==> src/rtl/select_bus_arbiter.sv <==
// Round-robin arbiter and sequencer for the 4-way tri-state select bus.
// Grants one source at a time, limits tenure under contention, and inserts
// turnaround cycles with enable low between owners.
module select_bus_arbiter #(
    parameter int unsigned MAX_TENURE  = 8,
    parameter int unsigned TURN_CYCLES = 1
) (
    input  logic       clk,
    input  logic       rst_n,
    input  logic [3:0] req,
    output logic [3:0] gnt,
    output logic [1:0] s,
    output logic       enable,
    output logic       busy
);

    typedef enum logic [1:0] {
        ST_IDLE,
        ST_GRANT,
        ST_TURN
    } state_t;

    localparam logic [7:0] TENURE_MAX = 8'(MAX_TENURE);
    localparam logic [3:0] TURN_LAST  = 4'(TURN_CYCLES);

    state_t     state_q, state_d;
    logic [3:0] gnt_q, gnt_d;
    logic [1:0] s_q, s_d;
    logic       enable_q, enable_d;
    logic       busy_q, busy_d;
    logic [7:0] tenure_q, tenure_d;
    logic [3:0] turn_q, turn_d;
    logic [1:0] last_q, last_d;

    logic [1:0] win_idx;
    logic [3:0] owner_oh;
    logic       release_now;

    // Round-robin pick starting after the last owner; the last owner itself
    // is visited last so it only wins when nobody else is asking.
    always_comb begin
        win_idx = last_q;
        for (int unsigned i = 0; i < 4; i++) begin
            if (req[last_q + 2'(4 - i)]) begin
                win_idx = last_q + 2'(4 - i);
            end
        end
    end

    // Release when the owner lets go, or when its tenure is used up and
    // another source is waiting.
    always_comb begin
        owner_oh    = 4'b0001 << s_q;
        release_now = !req[s_q] ||
                      ((tenure_q == TENURE_MAX) && ((req & ~owner_oh) != 4'b0000));
    end

    // Next-state and registered-output computation.
    always_comb begin
        state_d  = state_q;
        gnt_d    = gnt_q;
        s_d      = s_q;
        enable_d = enable_q;
        tenure_d = tenure_q;
        turn_d   = turn_q;
        last_d   = last_q;

        unique case (state_q)
            ST_IDLE: begin
                if (req != 4'b0000) begin
                    state_d  = ST_GRANT;
                    gnt_d    = 4'b0001 << win_idx;
                    s_d      = win_idx;
                    enable_d = 1'b1;
                    tenure_d = 8'd1;
                end
            end
            ST_GRANT: begin
                if (release_now) begin
                    state_d  = ST_TURN;
                    gnt_d    = '0;
                    enable_d = 1'b0;
                    last_d   = s_q;
                    turn_d   = 4'd1;
                end else if (tenure_q != TENURE_MAX) begin
                    tenure_d = tenure_q + 8'd1;
                end
            end
            ST_TURN: begin
                if (turn_q >= TURN_LAST) begin
                    if (req != 4'b0000) begin
                        state_d  = ST_GRANT;
                        gnt_d    = 4'b0001 << win_idx;
                        s_d      = win_idx;
                        enable_d = 1'b1;
                        tenure_d = 8'd1;
                    end else begin
                        state_d = ST_IDLE;
                    end
                end else begin
                    turn_d = turn_q + 4'd1;
                end
            end
            default: begin
                state_d  = ST_IDLE;
                gnt_d    = '0;
                enable_d = 1'b0;
            end
        endcase

        busy_d = (state_d != ST_IDLE);
    end

    // State and output registers with asynchronous active-low reset.
    always_ff @(posedge clk or negedge rst_n) begin
        if (!rst_n) begin
            state_q  <= ST_IDLE;
            gnt_q    <= '0;
            s_q      <= '0;
            enable_q <= 1'b0;
            busy_q   <= 1'b0;
            tenure_q <= '0;
            turn_q   <= '0;
            last_q   <= 2'd3;
        end else begin
            state_q  <= state_d;
            gnt_q    <= gnt_d;
            s_q      <= s_d;
            enable_q <= enable_d;
            busy_q   <= busy_d;
            tenure_q <= tenure_d;
            turn_q   <= turn_d;
            last_q   <= last_d;
        end
    end

    assign gnt    = gnt_q;
    assign s      = s_q;
    assign enable = enable_q;
    assign busy   = busy_q;

endmodule

==> config.mk <==
export PLATFORM = sky130hd
export DESIGN_NAME = select_bus_arbiter
export DESIGN_NICKNAME = d
export VERILOG_FILES = /design/src/rtl/select_bus_arbiter.sv
export SDC_FILE = /design/constraint.sdc
export NUM_CORES = 1
export LEC_CHECK = 0
export CAP_MARGIN = 20
export CELL_PAD_IN_SITES_DETAIL_PLACEMENT = 1
export CELL_PAD_IN_SITES_GLOBAL_PLACEMENT = 2
export CORE_UTILIZATION = 35
export CTS_CLUSTER_DIAMETER = 30
export DETAILED_ROUTE_END_ITERATION = 16
export PLACE_DENSITY = 0.78
export SYNTH_ARGS = -nofsm -noshare
export SYNTH_HDL_FRONTEND = slang
export SYNTH_SLANG_ARGS = --single-unit
export TNS_END_PERCENT = 10
==> constraint.sdc <==
create_clock -name clk -period 2.09 [get_ports clk]
set_input_delay 0.209 -clock clk [delete_from_list [all_inputs] [get_ports clk]]
set_output_delay 0.209 -clock clk [all_outputs]
set_load 0.01 [all_outputs]
==> results of run 1 <==
synth_stat cells, types with 2 or more instances:
| cell | number |
|---|---|
| nand2_1 | 22 |
| dfrtp_1 | 22 |
| a41o_1 | 2 |
| and2_1 | 3 |
| xnor2_1 | 3 |
| a21oi_1 | 6 |
| dfstp_2 | 2 |
| clkbuf_1 | 2 |
| a31oi_1 | 2 |
| nor3_1 | 2 |
| ha_1 | 5 |
| a22o_1 | 2 |
| nor2_1 | 14 |
| o2bb2ai_1 | 2 |
| or3_1 | 2 |
| mux2i_1 | 3 |
| and3_1 | 3 |
| a211oi_1 | 3 |
| o21ai_0 | 5 |
| inv_1 | 8 |
| buf_2 | 2 |
critical path, cell delays in order (launching register included):
cell      delay [ns]
dfrtp_1         0.43
nor4_1          0.34
nand4b_1        0.23
o31ai_4         0.31
buf_12          0.16
or2b_4          0.13
o21ai_2         0.08
a22o_1          0.20
where the power goes:
group	total, mW	internal (mW)	switching [mW]
clock	0.287	0.136	0.151
sequential	0.771	0.615	0.155
combinational	1.02	0.513	0.511
total	2.08	1.26	0.817
what timing repair did:
action | 4_1_cts | 5_1_grt
hold endpoints to repair | 0 | 0
gates cloned | 0 | 0
endpoints found under the setup margin | 4 | 5
setup buffers | 0 | 1
pin swaps | 1 | 1
gates resized for setup | 1 | 1
state kept, by name (all words and copies together), names as in the netlist:
signal / count
s: 2
state_q: 2
busy: 1
tenure_q: 8
turn_q: 4
enable: 1
last_q: 2
gnt: 4
stage by stage:
stage                     setup slack, ns  setup TNS, ns  power, mW  hold slack [ns]
after floorplan                     0.284              0       1.32          -0.0866
after global placement           -0.00137       -0.00137       1.71            0.472
after detailed placement          -0.0766         -0.192       1.75            0.469
after CTS                          0.0304              0       2.05            0.320
after global routing               0.0322              0       2.24            0.329
final                              0.0805              0       2.08            0.305
final timing paths:
kind / start / to / slack [ns] / depth (start not counted)
setup / recovery: tenure_q[4]$_DFFE_PN0P_ / gnt[2]$_DFFE_PN0P_ / 0.08 / 7
hold / removal: rst_n / busy$_DFF_PN0_ / 0.30 / 2
setup reg to reg: tenure_q[4]$_DFFE_PN0P_ / gnt[2]$_DFFE_PN0P_ / 0.08 / 7
hold reg to reg: last_q[0]$_DFFE_PN1P_ / last_q[0]$_DFFE_PN1P_ / 0.49 / 2
max in group asynchronous: rst_n / last_q[1]$_DFFE_PN1P_ / 1.48 / 2
min in group clk: last_q[0]$_DFFE_PN1P_ / last_q[0]$_DFFE_PN1P_ / 0.49 / 2
metal layers:
layer,up-vias,share of wire,track usage
met5,-,0,0
met3,4,0.029,0.0357
met4,0,0.0074,0.0417
li1,543,-,-
met2,13,0.47,0.298
met1,536,0.49,0.226
kinds of logic after synthesis:
kind of cell / count (synthesis)
mux: 5
xor+xnor: 4
flops: 24
buf+inv: 12
simple gates: 56
fa+ha+maj: 5
compound gates: 32
area by class of cell:
class | count | area (µm²)
repair buffers | 26 | 240
inverters | 8 | 30.0
well taps | 48 | 60.1
fillers | 428 | 2000
clock buffers | 4 | 45.0
flip-flops and latches | 24 | 604
multi-input cells | 102 | 707
==> results.sh, run 1 <==
export IMPL_post_dp_hpwl_um=2480
export IMPL_synth_area_leaders="dfrtp_1 (41%), nand2_1 (6.1%), ha_1 (4.6%)"
export IMPL_ys_ff_latch=24
export IMPL_hold_viol_final=0
export IMPL_setup_viol=0
export IMPL_numCtsBuffers=3
export IMPL_h_tree_depth=1
export IMPL_port_buffers=13
export IMPL_max_cap_viol_count=0
export IMPL_routedWlPerCell_um=15.4
export IMPL_dr_total_vias=1096
export IMPL_critical_path_class="reg2reg"
export IMPL_initial_core_util=0.367
export IMPL_die_height_um=64.2
export IMPL_num_rows=22
export IMPL_grt_usage=0.175
export IMPL_synth_simple_gate_area_frac=0.216
export IMPL_gp_congestion=0.791
export IMPL_netlist_area_um2=1350
export IMPL_insertedDiodeCount=0
export IMPL_async_flop_share=1.00
export IMPL_firstDrtPassIters=4
export IMPL_drive_gt1_frac=0.171
export IMPL_synth_compound_area_frac=0.184
export IMPL_fin_crit_sh=0.961
export IMPL_powerDensity_nw_per_um2=1230
export IMPL_p_leak_nw=0.755
export IMPL_first_iter_violations=65
export IMPL_nets=176
export IMPL_ys_warn_count=0
export IMPL_ir_drop_mv=0.549
export IMPL_synth_ff_type="dfrtp_1"
export IMPL_vias_per_cell=5.17
export IMPL_placed_area_um2=1620
export IMPL_layout_min_cycle_time_ns=2.01
export IMPL_yosysUniqueCellTypes=44
export IMPL_utilization=0.457
export IMPL_worstMarginPinSlew_ns=0.468
export IMPL_clkTransAtPathRegs_ns=0.09
export IMPL_dieWidth_um=64.2
export IMPL_drv_slew=0
export IMPL_synth_top_family_by_area="simple AND/OR/NAND/NOR gates"
export IMPL_status="complete, no violations"
export IMPL_route_detailed_drc=0
export IMPL_area_growth_syn_to_layout_pct=24.7
export IMPL_cp_start_kind="flop"
export IMPL_cp_end_kind="flop"
export IMPL_min_path_type="in2async"
export IMPL_grt_pass1_vias=1194
export IMPL_clockBufferDepth=2
export IMPL_final_area_um2=1690
export IMPL_cts_sinks=24
export IMPL_synth_edf_count=0
export IMPL_io_pins=14
export IMPL_synth_top_area_frac=0.407
export IMPL_final_common_cell="nand2_1"
export IMPL_synth_xor_area_frac=0.0259
export IMPL_synth_area_mux_share=0.0472
export IMPL_core_area_um2=3690
export IMPL_grt_pass1_wl_um=5550
export IMPL_postSynthAreaPerCell_um2=9.80
export IMPL_finClkSkew_ns=0.00977
export IMPL_insertion_delay_ns=0.27
export IMPL_seq_area_frac_synth=0.446
export IMPL_antenna_found_initial=0
export IMPL_cts_tree="yes"
export IMPL_clock_root_buffer="clkbuf_8"
export IMPL_die_area_um2=4120
export IMPL_cts_hold_buf=0
export IMPL_arrival_ns=2.17
export IMPL_grt_max_degree=25
export IMPL_synthAdderAreaFrac=0.0463
export IMPL_rsz0062_at_grt="no"
export IMPL_overflow=0
export IMPL_clock_fmax_ghz=0.498
export IMPL_mostFrequentLayoutCells="nand2_1 (22), dfrtp_1 (21), nor2_1 (14)"
export IMPL_yosysTopAreaCell="dfrtp_1"
export IMPL_postSynthCellCount=138
export IMPL_antenna_left=0
export IMPL_drt_wl_total_um=3260
export IMPL_instances_no_fill=212
export IMPL_required_ns=2.25
export IMPL_worstPathMaxFanout=8
export IMPL_maxSlewHeadroom=0.686
export IMPL_dp_cells=207
export IMPL_synth_nets=149
Power figures use the tool's default switching activity.
==> run 2, diff against run 1 <==
--- a/config.mk
+++ b/config.mk
@@ -9,7 +9,6 @@
 export CELL_PAD_IN_SITES_DETAIL_PLACEMENT = 1
 export CELL_PAD_IN_SITES_GLOBAL_PLACEMENT = 2
 export CORE_UTILIZATION = 35
-export CTS_CLUSTER_DIAMETER = 30
 export DETAILED_ROUTE_END_ITERATION = 16
 export PLACE_DENSITY = 0.78
 export SYNTH_ARGS = -nofsm -noshare
==> results of run 2 <==
Final layout, timing and power as in run 1 (identical DEF).
